File: src/rtl/fifo_drain_scheduler_if.sv
// Handshake bundle between the FIFO drain scheduler and its environment.
// slave: scheduler side; master: FIFO/engine side (drives flags, data, ready).
interface fifo_drain_scheduler_if #(
  parameter int DATA_WIDTH = 8,
  parameter int CNT_WIDTH  = 16
);
  logic                  enable;
  logic                  fifo_empty;
  logic                  fifo_full;
  logic [DATA_WIDTH-1:0] fifo_output;
  logic                  read_enable;
  logic [DATA_WIDTH-1:0] sample_data;
  logic                  sample_valid;
  logic                  sample_ready;
  logic                  window_last;
  logic [CNT_WIDTH-1:0]  window_count;
  logic                  busy;
  logic [CNT_WIDTH-1:0]  overflow_count;

  modport slave (
    input  enable, fifo_empty, fifo_full, fifo_output, sample_ready,
    output read_enable, sample_data, sample_valid, window_last,
    output window_count, busy, overflow_count
  );

  modport master (
    output enable, fifo_empty, fifo_full, fifo_output, sample_ready,
    input  read_enable, sample_data, sample_valid, window_last,
    input  window_count, busy, overflow_count
  );
endinterface

File: src/rtl/fifo_drain_scheduler.sv
// Drains a FIFO one word per 3 cycles into a valid/ready scoring stream, tagging
// window boundaries. Ports: clk, reset (sync, active-low), bus (slave modport).
// Optional macro FIFO_OVERFLOW_CNT_EN: saturating count of fifo_full cycles.
module fifo_drain_scheduler #(
  parameter int DATA_WIDTH = 8,
  parameter int WINDOW_LEN = 16,
  parameter int CNT_WIDTH  = 16
) (
  input logic                   clk,
  input logic                   reset,
  fifo_drain_scheduler_if.slave bus
);

  localparam int IW = (WINDOW_LEN > 1) ? $clog2(WINDOW_LEN) : 1;
  localparam logic [IW-1:0] LAST = IW'(WINDOW_LEN - 1);

  typedef enum logic [1:0] {
    S_IDLE,
    S_READ,
    S_CAPT,
    S_OUT
  } state_t;

  state_t                state_q, state_d;
  logic                  armed_q;
  logic [DATA_WIDTH-1:0] data_q, data_d;
  logic [IW-1:0]         idx_q, idx_d;
  logic [CNT_WIDTH-1:0]  wcnt_q, wcnt_d;
  logic                  go;
  logic                  hs;
  logic                  last;

  // armed_q blocks a read on the first edge after reset release
  assign go   = armed_q && bus.enable && !bus.fifo_empty;
  assign hs   = (state_q == S_OUT) && bus.sample_ready;
  assign last = (idx_q == LAST);

  always_ff @(posedge clk) begin
    if (!reset) begin
      state_q <= S_IDLE;
      armed_q <= 1'b0;
    end else begin
      state_q <= state_d;
      armed_q <= 1'b1;
    end
  end

  always_comb begin
    state_d = state_q;
    unique case (state_q)
      S_IDLE: if (go) state_d = S_READ;
      S_READ: state_d = S_CAPT;
      S_CAPT: state_d = S_OUT;
      S_OUT: begin
        if (hs) state_d = go ? S_READ : S_IDLE;
      end
      default: state_d = S_IDLE;
    endcase
  end

  always_comb begin
    bus.read_enable  = (state_q == S_READ);
    bus.sample_valid = (state_q == S_OUT);
    bus.busy         = (state_q != S_IDLE);
    bus.sample_data  = data_q;
    bus.window_last  = last;
    bus.window_count = wcnt_q;
  end

  always_comb begin
    data_d = data_q;
    idx_d  = idx_q;
    wcnt_d = wcnt_q;
    if (state_q == S_CAPT) data_d = bus.fifo_output;
    if (hs) begin
      if (last) begin
        idx_d  = '0;
        wcnt_d = wcnt_q + 1'b1;
      end else begin
        idx_d  = idx_q + 1'b1;
      end
    end
  end

  always_ff @(posedge clk) begin
    if (!reset) begin
      data_q <= '0;
      idx_q  <= '0;
      wcnt_q <= '0;
    end else begin
      data_q <= data_d;
      idx_q  <= idx_d;
      wcnt_q <= wcnt_d;
    end
  end

`ifdef FIFO_OVERFLOW_CNT_EN
  logic [CNT_WIDTH-1:0] ovf_q;

  always_ff @(posedge clk) begin
    if (!reset) begin
      ovf_q <= '0;
    end else if (bus.fifo_full && (ovf_q != '1)) begin
      ovf_q <= ovf_q + 1'b1;
    end
  end

  assign bus.overflow_count = ovf_q;
`else
  logic unused_full;

  assign unused_full        = bus.fifo_full;
  assign bus.overflow_count = '0;
`endif

endmodule

File: src/flat_wrapper.sv
// flat-port wrapper written by rule: the top's interface ports become plain ports
module fifo_drain_scheduler_flat 
#(
  parameter int DATA_WIDTH = 8,
  parameter int WINDOW_LEN = 16,
  parameter int CNT_WIDTH  = 16
)
  (clk, reset, bus_enable, bus_fifo_empty, bus_fifo_full, bus_fifo_output, bus_sample_ready, bus_read_enable, bus_sample_data, bus_sample_valid, bus_window_last, bus_window_count, bus_busy, bus_overflow_count);
  fifo_drain_scheduler_if #(.DATA_WIDTH(DATA_WIDTH), .CNT_WIDTH(CNT_WIDTH)) bus_i ();
  input logic clk;
  input logic reset;
  input wire logic [$bits(bus_i.enable)-1:0] bus_enable;
  input wire logic [$bits(bus_i.fifo_empty)-1:0] bus_fifo_empty;
  input wire logic [$bits(bus_i.fifo_full)-1:0] bus_fifo_full;
  input wire logic [$bits(bus_i.fifo_output)-1:0] bus_fifo_output;
  input wire logic [$bits(bus_i.sample_ready)-1:0] bus_sample_ready;
  output wire logic [$bits(bus_i.read_enable)-1:0] bus_read_enable;
  output wire logic [$bits(bus_i.sample_data)-1:0] bus_sample_data;
  output wire logic [$bits(bus_i.sample_valid)-1:0] bus_sample_valid;
  output wire logic [$bits(bus_i.window_last)-1:0] bus_window_last;
  output wire logic [$bits(bus_i.window_count)-1:0] bus_window_count;
  output wire logic [$bits(bus_i.busy)-1:0] bus_busy;
  output wire logic [$bits(bus_i.overflow_count)-1:0] bus_overflow_count;
  assign bus_i.enable = bus_enable;
  assign bus_i.fifo_empty = bus_fifo_empty;
  assign bus_i.fifo_full = bus_fifo_full;
  assign bus_i.fifo_output = bus_fifo_output;
  assign bus_i.sample_ready = bus_sample_ready;
  assign bus_read_enable = bus_i.read_enable;
  assign bus_sample_data = bus_i.sample_data;
  assign bus_sample_valid = bus_i.sample_valid;
  assign bus_window_last = bus_i.window_last;
  assign bus_window_count = bus_i.window_count;
  assign bus_busy = bus_i.busy;
  assign bus_overflow_count = bus_i.overflow_count;
  fifo_drain_scheduler #(.DATA_WIDTH(DATA_WIDTH), .WINDOW_LEN(WINDOW_LEN), .CNT_WIDTH(CNT_WIDTH)) u_core (.clk(clk), .reset(reset), .bus(bus_i));
endmodule
File: config.mk
export PLATFORM = sky130hd
export DESIGN_NAME = fifo_drain_scheduler_flat
export DESIGN_NICKNAME = d
export VERILOG_FILES = /design/src/rtl/fifo_drain_scheduler_if.sv /design/src/rtl/fifo_drain_scheduler.sv /design/src/flat_wrapper.sv
export SDC_FILE = /design/constraint.sdc
export NUM_CORES = 1
export LEC_CHECK = 0
export CORE_AREA = 3 3 67 69
export CTS_CLUSTER_DIAMETER = 150
export CTS_CLUSTER_SIZE = 30
export DETAILED_ROUTE_END_ITERATION = 10
export DIE_AREA = 0 0 70 72
export PLACE_DENSITY_LB_ADDON = 0.2
export SYNTH_ARGS = -nofsm -noshare
export SYNTH_HDL_FRONTEND = slang
export SYNTH_SLANG_ARGS = --single-unit
File: constraint.sdc
create_clock -name clk -period 1.72 [get_ports clk]
set_input_delay 0.344 -clock clk [delete_from_list [all_inputs] [get_ports clk]]
set_output_delay 0.344 -clock clk [all_outputs]
set_load 0.02 [all_outputs]
==> metrics.txt <==
area of combinational cells with multiple inputs 876 µm²; Final Net Count 261; cell type with the largest total area after synthesis sky130_fd_sc_hd__dfxtp_1; setup violators final 5; ANT nets after route 0; Arr. time, crit path 2050 ps; drc violations 0; initial core utilization 0.388; Min-Delay Path Class reg -> reg; cell area after layout 2270 µm²; via total after detailed routing 1445; cts-stage hold buffer count 0; area fraction of the dominant cell type after synthesis 0.403; most area-consuming cells after synthesis sky130_fd_sc_hd__dfxtp_1 40%, sky130_fd_sc_hd__buf_4 7.8%, sky130_fd_sc_hd__mux2i_1 5.9%; WL final 3.98 mm; Pre-Repair DR Iteration Count 4; number of synthesized flops with an enable pin 0; number of synthesis warnings 0; depth of the CTS H-tree 2; final setup slack of the worst path -108 ps; clock share of power 0.283; final worst path period share 1.06; Fin. Hold Viols 0; sequential element share of the synthesized area 0.403; worst clock skew 4.48 ps; post-synthesis instance area 1540 µm²; x dimension of the die 70 µm; site row count 23; Mapped Avg Cell Area 8.95 µm²; post-synthesis cell count 172; reported max-cap violation count 0; net switching power figure 568 µW; count of clock tree sinks 31; Final HPWL DP 2.93 mm; type of element capturing the critical path register; area of placed instances 2110 µm²; Crit-path slowest cell sky130_fd_sc_hd__or4_4; antenna violations before repair 0; part of the power in combinational logic 0.279; worst ir drop on vdd 0.507 mV; CTS root buffer sky130_fd_sc_hd__clkbuf_8; fraction of layout instances using a drive strength above 1 0.234; crit path launch type register; uppermost metal layer occupied by signal nets met4; Final Max Slew Viols 0; DRC violation total after the first TritonRoute iteration 68; fraction of registers with async set/reset 0; Clock Latency Late Sink 280 ps; Post-Route Hold Slack 474 ps; # diodes 0; unique cell type count in the Yosys netlist 35; max incr delay on CP 480 ps; cell-by-cell listing of the critical path ha_4, nand4_1, buf_4, or4_4, or3_4, a21oi_2; met1 wire length 1.72 mm; gpl congestion 0.825; Port Buffers 40; Ports 58; worst hold stages 2; core area 3970 µm²; share of the core filled with cells in the final layout 0.573; result of the run finished with violations; Setup CP Type reg -> reg; global-route wire length before repair 6.83 mm; final critical delay including setup and external delays 1830 ps; Power Dens Cells 811 nW/µm²; violated checks setup timing; Main synth FF type sky130_fd_sc_hd__dfxtp_1; Via-to-Cell Ratio 5.00; GRT Resource Usage Total 0.169; register clock-pin slew on the reported worst setup and hold paths 60 ps; largest net degree at the start of global routing 27; Fin Setup TNS -433 ps; met2 WL 1.94 mm; synthesis-to-layout area growth 47.8%; biggest fanout along the worst timing path 8; clock buffer count from CTS 5; amount of wire on met3 after detailed routing 263 µm; GRT overflow 0; full die area 5040 µm²; switching share of total power 0.308; DR WL/cell 13.8 µm; part of the total power dissipated in sequential elements 0.438; Clock Tree Buf Depth 2; floorplan die height 72 µm; area taken by flip-flops and latches 632 µm²; Required @ worst endpoint 1940 ps; Layout fillers 356; achievable clock frequency 0.547 GHz; flops & latches, synth 31; clock tree from TritonCTS done; Leakage Power 1.06 nW; Pint 1.28 mW; worst r2r path cells 6; number of global-route vias before repair 1484; unrepaired setup endpoints after global routing yes
-- critical path: cells and delay by family, from the launching register on --
kind	cells	cell delay [ps]
AND/OR/NAND/NOR	3	980
flip-flops	1	370
buffers and inverters	1	170
adder cells (fa/ha/maj)	1	130
AO/OA/AOI/OAI	1	110
-- kinds of logic after synthesis --
group           synth area share
mux                       0.0585
compound gates             0.111
simple gates               0.212
xor+xnor                  0.0455
flops                      0.403
other cells              0.00244
buf+inv                    0.111
fa+ha+maj                 0.0569
-- timing repair --
| item | CTS | global route |
|---|---|---|
| endpoints found under the setup margin | 12 | 19 |
| endpoints found under the hold margin | 0 | 0 |
| gates resized for setup | 12 | 23 |
| pin swaps | 7 | 8 |
| cloned | 0 | 0 |
| buffers inserted | 3 | 1 |
-- layer usage --
metal,GRT usage,vias up
li1,-,708
met5,0,-
met2,0.286,51
met1,0.194,681
met3,0.0554,5
met4,0.0809,0
-- metrics by stage --
| stage | std cells | worst slack (ps) | power [mW] |
|---|---|---|---|
| floorplan | 187 | -37.4 | 1.16 |
| global placement | 279 | -398 | 1.32 |
| detailed placement | 279 | -456 | 1.34 |
| CTS | 288 | -76.4 | 1.88 |
| global route | 289 | -177 | 1.96 |
| finish | 289 | -108 | 1.84 |
-- cells in the mapped netlist, types with 3 or more instances --
library cell	count
sky130_fd_sc_hd__ha_1	7
sky130_fd_sc_hd__buf_4	16
sky130_fd_sc_hd__xor2_1	4
sky130_fd_sc_hd__dfxtp_1	31
sky130_fd_sc_hd__a21oi_1	10
sky130_fd_sc_hd__inv_1	8
sky130_fd_sc_hd__mux2i_1	9
sky130_fd_sc_hd__nand4_1	5
sky130_fd_sc_hd__nor2_1	19
sky130_fd_sc_hd__or3_1	6
sky130_fd_sc_hd__or4_1	3
sky130_fd_sc_hd__o21ai_0	5
sky130_fd_sc_hd__nand2_1	6
sky130_fd_sc_hd__nor4_1	3
sky130_fd_sc_hd__o41ai_1	3
sky130_fd_sc_hd__nand3_1	10
sky130_fd_sc_hd__xnor2_1	4
sky130_fd_sc_hd__nand2b_1	4
-- cell type report --
type,count,share of cell area
Clock buffer,6,0.0319
Inverter,9,0.0149
Multi-Input combinational cell,127,0.385
Sequential cell,31,0.278
Tap cell,50,0.0275
Timing Repair Buffer,66,0.263
-- registers in the layout, indices dropped and copies added, names as in the netlist --
name	cells
u_core.bus.window_count	16
u_core.bus.sample_data	8
u_core.idx_q	4
u_core.state_q	2
u_core.armed_q	1
-- worst paths after layout --
check / startpoint / endpoint / slack, ps
setup / recovery: u_core.state_q[0]$_SDFFE_PN0P_ / u_core.bus.window_count[11]$_SDFFE_PN0P_ / -110
hold / removal: u_core.idx_q[1]$_SDFFE_PN0P_ / u_core.idx_q[1]$_SDFFE_PN0P_ / 470
setup reg to reg: u_core.state_q[0]$_SDFFE_PN0P_ / u_core.bus.window_count[11]$_SDFFE_PN0P_ / -110
hold reg to reg: u_core.idx_q[1]$_SDFFE_PN0P_ / u_core.idx_q[1]$_SDFFE_PN0P_ / 470
-- power groups by stage --
stage / combinational [mW] / sequential [mW] / clock (mW)
detailed placement: 0.518 / 0.823 / 0
floorplan: 0.302 / 0.856 / 0
global route: 0.574 / 0.814 / 0.568
global placement: 0.504 / 0.820 / 0
finish: 0.515 / 0.807 / 0.523
CTS: 0.533 / 0.807 / 0.544
-- cell usage in the layout, fill, tap and decap left out, types with 2 or more instances in the layout --
cell,Yosys,final
sky130_fd_sc_hd__buf_4,16,26
sky130_fd_sc_hd__clkdlybuf4s50_1,0,24
sky130_fd_sc_hd__dfxtp_1,31,24
sky130_fd_sc_hd__nor2_1,19,19
sky130_fd_sc_hd__conb_1,1,16
sky130_fd_sc_hd__mux2i_1,9,9
sky130_fd_sc_hd__dlymetal6s2s_1,0,9
sky130_fd_sc_hd__inv_1,8,8
sky130_fd_sc_hd__nand3_1,10,8
sky130_fd_sc_hd__a21oi_1,10,8
sky130_fd_sc_hd__nand2_1,6,6
sky130_fd_sc_hd__dfxtp_2,0,6
sky130_fd_sc_hd__nand4_1,5,5
sky130_fd_sc_hd__o21ai_0,5,5
sky130_fd_sc_hd__ha_1,7,5
sky130_fd_sc_hd__clkbuf_8,0,5
sky130_fd_sc_hd__xnor2_1,4,4
sky130_fd_sc_hd__or3_1,6,4
sky130_fd_sc_hd__nand2b_1,4,4
sky130_fd_sc_hd__xor2_1,4,4
sky130_fd_sc_hd__dlygate4sd2_1,0,4
sky130_fd_sc_hd__o41ai_1,3,3
sky130_fd_sc_hd__clkbuf_2,0,3
sky130_fd_sc_hd__nand3_2,0,2
sky130_fd_sc_hd__or4_4,0,2
sky130_fd_sc_hd__or3_4,0,2
sky130_fd_sc_hd__a21oi_2,0,2
sky130_fd_sc_hd__nor4_1,3,2
sky130_fd_sc_hd__o311ai_2,0,2
(Power assumes the default switching activity.)
